===== src/rtl/mano_ctrl_pkg.sv =====
`default_nettype none
// ============================================================================
// Package : mano_ctrl_pkg
// Brief   : Shared types and encodings for the Mano basic-computer sequencer.
// Rev     : 1.0  initial release
// ============================================================================
package mano_ctrl_pkg;

    typedef enum logic [3:0] {
        S_IDLE = 4'd0,
        S_T0   = 4'd1,
        S_T1   = 4'd2,
        S_T2   = 4'd3,
        S_T3   = 4'd4,
        S_T4   = 4'd5,
        S_T5   = 4'd6,
        S_T6   = 4'd7,
        S_HALT = 4'd8
    } state_t;

    localparam logic [2:0] OP_AND = 3'd0;
    localparam logic [2:0] OP_ADD = 3'd1;
    localparam logic [2:0] OP_LDA = 3'd2;
    localparam logic [2:0] OP_STA = 3'd3;
    localparam logic [2:0] OP_BUN = 3'd4;
    localparam logic [2:0] OP_BSA = 3'd5;
    localparam logic [2:0] OP_ISZ = 3'd6;
    localparam logic [2:0] OP_REG = 3'd7;

    localparam int CW_W      = 17;
    localparam int CW_LD_AR  = 10;
    localparam int CW_LD_PC  = 9;
    localparam int CW_INC_PC = 8;
    localparam int CW_LD_IR  = 7;
    localparam int CW_LD_DR  = 6;
    localparam int CW_INC_DR = 5;
    localparam int CW_INC_AR = 4;
    localparam int CW_LD_AC  = 3;
    localparam int CW_MEM_RD = 2;
    localparam int CW_MEM_WR = 1;
    localparam int CW_LD_I   = 0;

    // Load/increment strobes: bits 10..3 and 0 (everything but bus, alu, rd, wr)
    localparam logic [CW_W-1:0] CW_STROBE_MASK = 17'h007F9;

    localparam logic [2:0] BUS_NONE = 3'd0;
    localparam logic [2:0] BUS_AR   = 3'd1;
    localparam logic [2:0] BUS_PC   = 3'd2;
    localparam logic [2:0] BUS_DR   = 3'd3;
    localparam logic [2:0] BUS_AC   = 3'd4;
    localparam logic [2:0] BUS_IR   = 3'd5;
    localparam logic [2:0] BUS_MEM  = 3'd7;

    localparam logic [2:0] ALU_NONE  = 3'd0;
    localparam logic [2:0] ALU_AND   = 3'd1;
    localparam logic [2:0] ALU_ADD   = 3'd2;
    localparam logic [2:0] ALU_LD_DR = 3'd3;
    localparam logic [2:0] ALU_CMA   = 3'd4;
    localparam logic [2:0] ALU_INC   = 3'd5;
    localparam logic [2:0] ALU_CLA   = 3'd6;

    function automatic logic [2:0] sc_of(input state_t s);
        case (s)
            S_T1:    return 3'd1;
            S_T2:    return 3'd2;
            S_T3:    return 3'd3;
            S_T4:    return 3'd4;
            S_T5:    return 3'd5;
            S_T6:    return 3'd6;
            default: return 3'd0;
        endcase
    endfunction

endpackage
`default_nettype wire


===== src/rtl/mano_mem_wait_timer.sv =====
`default_nettype none
// ============================================================================
// Module : mano_mem_wait_timer
// Brief  : Counts stall cycles of one memory access; flags the last allowed one.
// Rev    : 1.0  initial release
// ============================================================================
module mano_mem_wait_timer #(
    parameter int WAIT_MAX = 15
) (
    input  logic clk,
    input  logic reset,
    input  logic clear,
    input  logic enable,
    output logic expired
);
    localparam logic [7:0] C_LIMIT = 8'(WAIT_MAX - 1);

    logic [7:0] count_q;
    logic [7:0] count_d;

    always_comb begin
        count_d = count_q;
        if (clear) begin
            count_d = 8'd0;
        end else if (enable) begin
            count_d = count_q + 8'd1;
        end
    end

    always_ff @(posedge clk or posedge reset) begin
        if (reset) begin
            count_q <= 8'd0;
        end else begin
            count_q <= count_d;
        end
    end

    assign expired = enable && !clear && (count_q == C_LIMIT);

endmodule
`default_nettype wire


===== src/rtl/mano_control_sequencer.sv =====
`default_nettype none
// ============================================================================
// Module : mano_control_sequencer
// Brief  : T0..T6 fetch/decode/execute sequencer emitting the datapath control word.
// Rev    : 1.0  initial release
// ============================================================================
module mano_control_sequencer
    import mano_ctrl_pkg::*;
#(
    parameter int WAIT_MAX = 15
) (
    input  logic        clk,
    input  logic        reset,
    input  logic        start,
    input  logic [2:0]  opcode,
    input  logic        ind_bit,
    input  logic [11:0] ir_low,
    input  logic        ac_zero,
    input  logic        ac_neg,
    input  logic        dr_zero,
    input  logic        mem_ready,
    output logic [16:0] ctrl_word,
    output logic [2:0]  sc_out,
    output logic        busy,
    output logic        halted,
    output logic        bus_err
);

    state_t          state_q, state_d;
    logic [2:0]      d_q, d_d;
    logic            i_q, i_d;
    logic            bus_err_q, bus_err_d;
    logic [CW_W-1:0] word_q, word_d;

    logic w_in_mem;
    logic w_advance;
    logic w_timeout;
    logic w_halt_req;
    logic w_unused_ir_bits;

    function automatic logic [CW_W-1:0] word_for(
        input state_t      s,
        input logic [2:0]  d,
        input logic        i,
        input logic [11:0] irl,
        input logic        acz,
        input logic        acn
    );
        logic [2:0]  bus;
        logic [2:0]  alu;
        logic [10:0] st;
        bus = BUS_NONE;
        alu = ALU_NONE;
        st  = '0;
        case (s)
            S_T0: begin
                bus = BUS_PC;  st[CW_LD_AR] = 1'b1;
            end
            S_T1: begin
                bus = BUS_MEM; st[CW_INC_PC] = 1'b1; st[CW_LD_IR] = 1'b1; st[CW_MEM_RD] = 1'b1;
            end
            S_T2: begin
                bus = BUS_IR;  st[CW_LD_AR] = 1'b1; st[CW_LD_I] = 1'b1;
            end
            S_T3: begin
                if (d == OP_REG && !i) begin
                    if (irl[11])     begin alu = ALU_CLA; st[CW_LD_AC] = 1'b1; end
                    else if (irl[9]) begin alu = ALU_CMA; st[CW_LD_AC] = 1'b1; end
                    else if (irl[5]) begin alu = ALU_INC; st[CW_LD_AC] = 1'b1; end
                    else if (irl[4]) st[CW_INC_PC] = !acn && !acz;
                    else if (irl[3]) st[CW_INC_PC] = acn;
                    else if (irl[2]) st[CW_INC_PC] = acz;
                end else if (d != OP_REG && i) begin
                    bus = BUS_MEM; st[CW_MEM_RD] = 1'b1; st[CW_LD_AR] = 1'b1;
                end
            end
            S_T4: begin
                case (d)
                    OP_AND, OP_ADD, OP_LDA, OP_ISZ: begin
                        bus = BUS_MEM; st[CW_MEM_RD] = 1'b1; st[CW_LD_DR] = 1'b1;
                    end
                    OP_STA: begin bus = BUS_AC; st[CW_MEM_WR] = 1'b1; end
                    OP_BUN: begin bus = BUS_AR; st[CW_LD_PC] = 1'b1; end
                    OP_BSA: begin
                        bus = BUS_PC; st[CW_MEM_WR] = 1'b1; st[CW_INC_AR] = 1'b1;
                    end
                    default: ;
                endcase
            end
            S_T5: begin
                case (d)
                    OP_AND:  begin alu = ALU_AND;   st[CW_LD_AC] = 1'b1; end
                    OP_ADD:  begin alu = ALU_ADD;   st[CW_LD_AC] = 1'b1; end
                    OP_LDA:  begin alu = ALU_LD_DR; st[CW_LD_AC] = 1'b1; end
                    OP_BSA:  begin bus = BUS_AR;    st[CW_LD_PC] = 1'b1; end
                    OP_ISZ:  st[CW_INC_DR] = 1'b1;
                    default: ;
                endcase
            end
            S_T6: begin
                bus = BUS_DR; st[CW_MEM_WR] = 1'b1;
            end
            default: ;
        endcase
        return {bus, alu, st};
    endfunction

    // HLT only wins when no higher-priority register-reference bit is set
    assign w_halt_req = ir_low[0] && !(ir_low[11] || ir_low[9] || ir_low[5] ||
                                       ir_low[4]  || ir_low[3] || ir_low[2]);
    assign w_unused_ir_bits = ^{ir_low[10], ir_low[8:6], ir_low[1]};

    assign w_in_mem  = word_q[CW_MEM_RD] || word_q[CW_MEM_WR];
    assign w_advance = !w_in_mem || mem_ready;

    mano_mem_wait_timer #(
        .WAIT_MAX (WAIT_MAX)
    ) u_wait_timer (
        .clk     (clk),
        .reset   (reset),
        .clear   (w_advance),
        .enable  (!w_advance),
        .expired (w_timeout)
    );

    always_comb begin
        state_d   = state_q;
        d_d       = d_q;
        i_d       = i_q;
        bus_err_d = bus_err_q;
        case (state_q)
            S_IDLE, S_HALT: begin
                if (start) begin
                    state_d   = S_T0;
                    bus_err_d = 1'b0;
                end
            end
            S_T0: state_d = S_T1;
            S_T1: if (w_advance) state_d = S_T2;
            S_T2: begin
                state_d = S_T3;
                d_d     = opcode;
                i_d     = ind_bit;
            end
            S_T3: begin
                if (w_advance) begin
                    if (d_q == OP_REG) begin
                        state_d = (!i_q && w_halt_req) ? S_HALT : S_T0;
                    end else begin
                        state_d = S_T4;
                    end
                end
            end
            S_T4: begin
                if (w_advance) begin
                    state_d = (d_q inside {OP_AND, OP_ADD, OP_LDA, OP_BSA, OP_ISZ}) ? S_T5 : S_T0;
                end
            end
            S_T5: state_d = (d_q == OP_ISZ) ? S_T6 : S_T0;
            S_T6: if (w_advance) state_d = S_T0;
            default: state_d = S_IDLE;
        endcase
        if (w_timeout) begin
            state_d   = S_HALT;
            bus_err_d = 1'b1;
        end
        word_d = word_for(state_d, d_d, i_d, ir_low, ac_zero, ac_neg);
    end

    always_ff @(posedge clk or posedge reset) begin
        if (reset) begin
            state_q   <= S_IDLE;
            d_q       <= 3'd0;
            i_q       <= 1'b0;
            bus_err_q <= 1'b0;
            word_q    <= '0;
        end else begin
            state_q   <= state_d;
            d_q       <= d_d;
            i_q       <= i_d;
            bus_err_q <= bus_err_d;
            word_q    <= word_d;
        end
    end

    // Strobes wait for mem_ready; the ISZ skip needs DR as incremented in T5
    always_comb begin
        ctrl_word = word_q;
        if (!w_advance) begin
            ctrl_word = word_q & ~CW_STROBE_MASK;
        end
        if (state_q == S_T6 && dr_zero && mem_ready) begin
            ctrl_word[CW_INC_PC] = 1'b1;
        end
    end

    assign sc_out  = sc_of(state_q);
    assign busy    = (state_q != S_IDLE) && (state_q != S_HALT);
    assign halted  = (state_q == S_HALT);
    assign bus_err = bus_err_q;

endmodule
`default_nettype wire


===== config.mk =====
export PLATFORM = sky130hd
export DESIGN_NAME = mano_control_sequencer
export DESIGN_NICKNAME = d
export VERILOG_FILES = /design/src/rtl/mano_ctrl_pkg.sv /design/src/rtl/mano_mem_wait_timer.sv /design/src/rtl/mano_control_sequencer.sv
export SDC_FILE = /design/constraint.sdc
export NUM_CORES = 1
export LEC_CHECK = 0
export CAP_MARGIN = 20
export CORE_UTILIZATION = 30
export CTS_CLUSTER_DIAMETER = 60
export CTS_CLUSTER_SIZE = 14
export DETAILED_ROUTE_END_ITERATION = 8
export GPL_TIMING_DRIVEN = 0
export HOLD_SLACK_MARGIN = 0.06
export PLACE_DENSITY = 0.51
export SETUP_SLACK_MARGIN = 0.02
export SLEW_MARGIN = 10
export SYNTH_ARGS = -nofsm -noshare
export SYNTH_HDL_FRONTEND = slang
export SYNTH_HIERARCHICAL = 1
export SYNTH_SLANG_ARGS = --single-unit

===== constraint.sdc =====
create_clock -name clk -period 3.3 [get_ports clk]
set_clock_uncertainty 0.2 [all_clocks]
set_input_delay 0.66 -clock clk [delete_from_list [all_inputs] [get_ports clk]]
set_output_delay 0.66 -clock clk [all_outputs]
set_load 0.01 [all_outputs]

## After elaboration in Yosys (flattened, before gate mapping)

Index checks and enable logic that the tools add are counted.

- Add/subtract/negate cells: 1
- $mul: 0
- Div/mod/pow operators: 0
- Magnitude comparators: 0
- Equal/unequal tests: 30
- Shift-type cells: 0
- Mux-type cells: 61
- Bitwise operators: 0
- Reduce and logical (&&, ||, !) cells: 36

Operators with widths:

| operator | number |
|---|---|
| 4-bit by 3-bit == test with 1-bit output, second input constant | 8 |
| 4-bit two-way mux | 8 |
| 4-bit case mux with 8 select lines | 1 |
| 1-bit two-way mux | 30 |
| 3-bit two-way mux | 9 |
| 3-bit == test, second input constant | 7 |
| 3-bit case mux with 7 select lines | 1 |
| 3-bit case mux with 6 select lines | 1 |
| 4-bit by 2-bit == test with 1-bit output, second input constant | 4 |
| 3-bit case mux with 4 select lines | 1 |
| 11-bit two-way mux | 1 |
| 1-bit case mux with 2 select lines | 5 |
| 3-bit by 2-bit == test with 1-bit output, second input constant | 3 |
| 1-bit logical AND | 9 |
| 8-bit by 1-bit adder with 8-bit output, second input constant | 1 |
| 4-bit by 1-bit == test with 1-bit output, second input constant | 2 |
| 8-bit by 4-bit == test with 1-bit output, second input constant | 1 |
| 8-bit two-way mux | 1 |
| 1-bit logical NOT | 7 |
| 1-bit logical OR | 7 |
| 3-bit by 1-bit == test with 1-bit output, second input constant | 2 |
| 3-bit logical NOT | 2 |
| 2-bit case mux with 3 select lines | 1 |
| 3-bit case mux with 2 select lines | 1 |
| 12 further kinds | 15 |

- Bits in registers: 34
- Bits in latches: 0
- RAM bits: 0
- Bits in read-only memories: 0
- Input bits: 23
- Output and inout bits: 23
- Memories kept: 0

## Depth between registers and ports, before layout

- Depth after elaboration: 16
- Gate-level depth with buffers: 11
- Gate-level depth less buffers: 9

## Cells and area by module

The synthesis kept the hierarchy.

Modules (own cells, without submodules):

| module | times used | cells each | area an instance (um^2) | sequential area each (um^2) |
|---|---|---|---|---|
| mano_control_sequencer | 1 | 178 | 1,615.3 | 650.6 |
| mano_mem_wait_timer | 1 | 43 | 417.9 | 200.2 |

## Least setup slack after synthesis

No wires, ideal clock.

- Path kind: input -> register
- From: input mem_ready
- To: register word_q[14]
- Arrival: 2.637 ns
- Slack: 0.384 ns
- Stages on the path: 10
- Path buffers: 3
- Cell sequence: o21bai_4 -> clkbuf_1 -> clkbuf_1 -> nor4bb_1 -> nor2_1 -> nand4_1 -> or3_1 -> buf_2 -> mux2_4 -> o22ai_2

- Cells in the longest elaborated chain, start to end: 6

RTL lines:

| item | RTL line | RTL |
|---|---|---|
| start, declared | mano_control_sequencer.sv:21 | `input logic mem_ready,` |
| 1-bit logical OR * | mano_control_sequencer.sv:114 | `assign w_advance = !w_in_mem \|\| mem_ready;` |
| net w_advance | mano_control_sequencer.sv:36 | `logic w_advance;` |
| 4-bit two-way mux (tied with other cells) | mano_control_sequencer.sv:160 | `S_T6: if (w_advance) state_d = S_T0;` |
| 4-bit case mux with 8 select lines / 1-bit logical AND (equally long branches) | mano_control_sequencer.sv:131, mano_mem_wait_timer.sv:38 |  |
| 4-bit two-way mux * | mano_control_sequencer.sv:163 | `if (w_timeout) begin` |
| 4-bit by 3-bit == test with 1-bit output (tied with other cells) | mano_control_sequencer.sv:55 | `case (s)` |
| 3-bit case mux with 7 select lines * | mano_control_sequencer.sv:55 |  |
| net word_d[14] | mano_control_sequencer.sv:33 | `logic [CW_W-1:0] word_q, word_d;` |
| end signal, assigned | mano_control_sequencer.sv:182 | `word_q <= word_d;` |
| end, declared | mano_control_sequencer.sv:33 |  |

Mark *: on every way through the listed nets, which the timed path passes. The rest lies on a longest branch.
A chain may end at the register's enable or synchronous reset.

## Worst setup path in the final report

- From: input mem_ready
- To: register word_q[14]

- Cells in the longest elaborated chain, start to end: 6

RTL lines:

| item | RTL line |
|---|---|
| 1-bit logical OR * | mano_control_sequencer.sv:114 |
| 4-bit two-way mux (tied with other cells) | mano_control_sequencer.sv:160 |
| 4-bit case mux with 8 select lines / 1-bit logical AND (equally long branches) | mano_control_sequencer.sv:131, mano_mem_wait_timer.sv:38 |
| 4-bit two-way mux * | mano_control_sequencer.sv:163 |
| 4-bit by 3-bit == test with 1-bit output (tied with other cells) | mano_control_sequencer.sv:55 |
| 3-bit case mux with 7 select lines * | mano_control_sequencer.sv:55 |
| net word_d[14] | mano_control_sequencer.sv:33 |

Marks and branches as above.

==> impl_table.tex <==
\begin{tabular}{lr}
\hline
Metric & Value \\
\hline
\multicolumn{2}{l}{\textbf{CTS}} \\
\quad CTS Root Buffer Type & sky130\_fd\_sc\_hd\_\_clkbuf\_8 \\
\quad Clock buffer depth & 2 \\
\quad Clock H-tree levels & 2 \\
\quad Number of buffers created by CTS & 5 \\
\quad Worst skew pair latency & 280 ps \\
\quad Clock tree from TritonCTS & yes \\
\quad Clock edge transition at the registers on the reported setup and hold paths & roughly 70 ps \\
\quad CTS sink cnt & 34 \\
\multicolumn{2}{l}{\textbf{Critical path}} \\
\quad Origin of the critical flop-to-flop path & word\_q[1] \\
\quad Critical Path AT & $\sim$3100 ps \\
\quad Length in cells of the worst reg-to-reg path & 10 \\
\quad Critical Path RT & between 3000 and 4000 ps \\
\quad Capturing element type of the critical path & register \\
\quad Largest fanout of any net on the critical path & 8 \\
\quad Category of the worst setup path launch point & primary input \\
\quad Worst R2R Setup Slack & 560 ps \\
\quad Top Family by Delay on Critical Path & simple AND/OR/NAND/NOR gates \\
\quad Critical-path cell with the highest stage delay & sky130\_fd\_sc\_hd\_\_clkdlybuf4s50\_1 \\
\quad Critical path type & primary input to register \\
\quad Worst reg2reg endpoint & word\_q[14] \\
\quad Largest incremental delay on the critical path & about 430 ps \\
\quad Sequence of cells on the critical path & clkdlybuf4s50\_1, o21bai\_4, inv\_4, buf\_4, nand3\_1, nor4bb\_4, nor2\_1, nand4\_1, or3\_1, buf\_2, mux2\_4, o22ai\_2 \\
\quad Critical path buffers and inverters & 4 \\
\multicolumn{2}{l}{\textbf{Min path}} \\
\quad Worst min path class & register to register \\
\quad Count of cells along the worst hold path & 1 \\
\quad Launch instance of the worst min-delay path & bus\_err \\
\quad WHS Endpoint & bus\_err \\
\multicolumn{2}{l}{\textbf{STA}} \\
\quad Worst Max-Slew Pin Slew & slightly below 600 ps \\
\quad Fin crit period & about 3100 ps \\
\quad RSZ-0062 raised after global routing & false \\
\quad Worst-case headroom to the max-slew limit & 0.5968 \\
\quad Final Cycle Share & 0.9506 \\
\quad Number of pins with negative max-slew slack in the final report & 0 \\
\quad Final number of hold-violating endpoints & 0 \\
\quad Number of setup violations in the final report & 0 \\
\quad Final sum of negative setup slack & 0 ps \\
\quad F\_max & between 0.3 and 0.4 GHz \\
\multicolumn{2}{l}{\textbf{Die}} \\
\quad Placement Rows & 29 \\
\quad Core ar. & about 6500 µm² \\
\quad I/O pins & 46 \\
\quad Die width & $\sim$84 µm \\
\quad Starting density of the core & 0.3148 \\
\quad Height of the die & 84.33 µm \\
\quad Area of the die & between 7000 and 8000 µm² \\
\multicolumn{2}{l}{\textbf{Synthesis}} \\
\quad Average cell area after synthesis & between 9 and 10 µm² \\
\quad Gate Count Post-Synth & 221 \\
\quad Area share of the leading cell type in the synthesized netlist & 0.4185 \\
\quad Number of flops mapped to enable cells by yosys & 0 \\
\quad Number of register bits inferred by synthesis & 34 \\
\quad Multiplexer share of the synthesized area & 0.03262 \\
\quad Post-synthesis adder-cell area fraction & 0.01231 \\
\quad Dominant synthesized flop cell & sky130\_fd\_sc\_hd\_\_dfrtp\_1 \\
\quad Share of synthesized area occupied by flip-flops and latches & 0.4185 \\
\quad Net count after synthesis & 246 \\
\quad Number of synthesis warnings & 6 \\
\quad Largest family of logic cells by synthesized area & simple AND/OR/NAND/NOR gates \\
\quad Area share of xor/xnor cells in the synthesized design & 0.02154 \\
\quad Count of distinct cell types in the synthesized netlist & 55 \\
\quad Fraction of synthesis flops using an asynchronous set or reset pin & 1.000 \\
\quad Top area cells in the synthesized netlist & sky130\_fd\_sc\_hd\_\_dfrtp\_1 (42\%), sky130\_fd\_sc\_hd\_\_nor2\_1 (4.4\%), sky130\_fd\_sc\_hd\_\_buf\_4 (3.3\%), sky130\_fd\_sc\_hd\_\_and2\_1 (2.8\%), sky130\_fd\_sc\_hd\_\_nand2\_1 (2.8\%) \\
\quad Netlist area before placement & about 2000 µm² \\
\quad Area fraction in compound gates after synthesis & 0.1748 \\
\quad Synth Area in Simple Gates & 0.2548 \\
\quad Synth area leader & sky130\_fd\_sc\_hd\_\_dfrtp\_1 \\
\multicolumn{2}{l}{\textbf{Drt}} \\
\quad Average routed wire per standard cell & between 10 and 15 µm \\
\quad Via Count & around 1700 \\
\quad Post-DRT Antenna Nets & 0 \\
\quad Routed via count divided by cell count & between 4 and 5 \\
\quad DRC violation count after routing & 6 \\
\quad Final routed wirelength across all metal layers & between 4000 and 5000 µm \\
\quad Number of DRC violations after detailed-routing iteration 0 & 92 \\
\quad Drt pass-1 iters & 6 \\
\multicolumn{2}{l}{\textbf{Placed design}} \\
\quad Total of buffers placed on input and output ports & 40 \\
\quad DP Cell Count & about 340 \\
\quad Routability cong. & around 0.8 \\
\quad Placed Area & about 2500 µm² \\
\quad DP Wirelength & 3718 µm \\
\multicolumn{2}{l}{\textbf{Power}} \\
\quad Areal power density over the cells & around 870 nW/µm² \\
\quad Pleak & between 1 and 1.5 nW \\
\quad IR drop worst, VDD & approximately 0.32 mV \\
\multicolumn{2}{l}{\textbf{Flow run}} \\
\quad Max-capacitance violation count & 0 \\
\multicolumn{2}{l}{\textbf{Layout}} \\
\quad Final Non-Filler Cells & $\sim$350 \\
\quad Most frequent cells in the layout & sky130\_fd\_sc\_hd\_\_clkdlybuf4s50\_1 (40), sky130\_fd\_sc\_hd\_\_dfrtp\_1 (34), sky130\_fd\_sc\_hd\_\_nor2\_1 (24) \\
\quad Area growth from synthesis to layout & 31.94\% \\
\quad Antenna cell count & 0 \\
\quad Fraction of layout instances using a drive strength above 1 & 0.1507 \\
\quad Summed area of non-filler cells in the final layout & 2683 µm² \\
\quad Most common cell after layout, fill and taps aside & sky130\_fd\_sc\_hd\_\_clkdlybuf4s50\_1 \\
\quad Final net count & 296 \\
\quad Fraction of the core area covered by cells at the end of the flow & 0.4153 \\
\multicolumn{2}{l}{\textbf{Global routing}} \\
\quad Number of global-route vias before repair & between 1500 and 2000 \\
\quad Maximum number of pins on one net before global-route repair & 27 \\
\quad Total global routing track utilization & 0.1497 \\
\quad Number of antenna violations at the first check in global routing & 0 \\
\quad Total overflow reported by the global router & 0 \\
\quad Wire length of the first global-routing pass & roughly 8400 µm \\
\multicolumn{2}{l}{\textbf{Status}} \\
\quad Outcome & finished, violations left \\
\quad Violations in the final reports & design-rule violations \\
\hline
\end{tabular}
## timing repair
action                     CTS  global route
gates resized for setup      6             4
hold buffers                 0             0
setup endpoints to repair   23             3
buffers inserted             2             0
pin swaps                    1             1
## stage by stage
stage / power [mW] / hold WS, ps / setup WS [ps]
after global routing: 2.533 / 308.6 / 28.58
after CTS: 2.343 / 294.6 / 57.54
after global placement: 1.977 / 272.1 / -836.9
after floorplan: 1.531 / 275.7 / 383.7
final: 2.335 / 287.9 / 163.1
after detailed placement: 1.978 / 279.0 / -795.4
## area by class of cell
class / instances / area [µm²]
sequential: 34 / 850.8
inverter: 15 / 58.81
fill: 641 / 3776
clock buffer: 7 / 86.33
tap: 77 / 96.34
clock inverter: 1 / 5.005
buffer: 19 / 126.4
multi-input combinational: 153 / 1028
timing repair buffer: 43 / 430.4
## Yosys cell counts, drive strengths merged, types with 3 or more instances
cell    number
nor2b        3
mux2i        4
a311oi       3
a211oi       4
a21oi        8
nor2        25
nand4        6
nand3        3
xor2         3
inv         15
buf         17
nand2       15
or3          5
o21ai        8
nor3         7
a21o         4
and2         9
nor3b        4
dfrtp       34
## worst reg2reg max path: stages (launching register included)
cell                       delay, ps
sky130_fd_sc_hd__dfrtp_1         410
sky130_fd_sc_hd__o21bai_4        310
sky130_fd_sc_hd__buf_6           190
sky130_fd_sc_hd__clkbuf_4        220
sky130_fd_sc_hd__nor4bb_4         80
sky130_fd_sc_hd__nor2_1          140
sky130_fd_sc_hd__nand4_1         200
sky130_fd_sc_hd__or3_1           340
sky130_fd_sc_hd__buf_2           170
sky130_fd_sc_hd__mux2_4          310
sky130_fd_sc_hd__o22ai_2         110
## logic make-up after synthesis
kind of cell,count (synthesis)
xor+xnor,5
simple gates,94
mux,6
fa+ha+maj,2
compound gates,46
flops,34
buf+inv,34
## power breakdown
part	internal, mW	leakage, nW	switching (mW)
clock network	0.168	0.0482	0.146
registers	0.534	0.452	0.0590
logic	0.655	0.676	0.772
## registers in the layout, summed over array words and instances (netlist names)
signal                count
i_q                       1
word_q                   17
u_wait_timer/count_q      8
state_q                   4
bus_err                   1
d_q                       3
## per-layer routing
| metal | track usage | vias to the layer above | wire length, µm |
|---|---|---|---|
| met5 | 0 | - | 0 |
| li1 | - | 883 | - |
| met4 | 0.04702 | 0 | 58 |
| met3 | 0.02753 | 4 | 201 |
| met2 | 0.2243 | 41 | 2188 |
| met1 | 0.2181 | 811 | 2488 |
## worst max-delay path by stage
stage / startpoint / end / slack, ps / depth (start not counted)
finish: mem_ready / word_q[14] / 160 / 12
CTS: mem_ready / word_q[14] / 60 / 11
floorplan: mem_ready / word_q[14] / 380 / 10
global placement: mem_ready / word_q[14] / -840 / 11
global route: mem_ready / word_q[14] / 30 / 12
detailed placement: mem_ready / word_q[14] / -800 / 11
No activity file was read; power rests on OpenSTA's default activity.
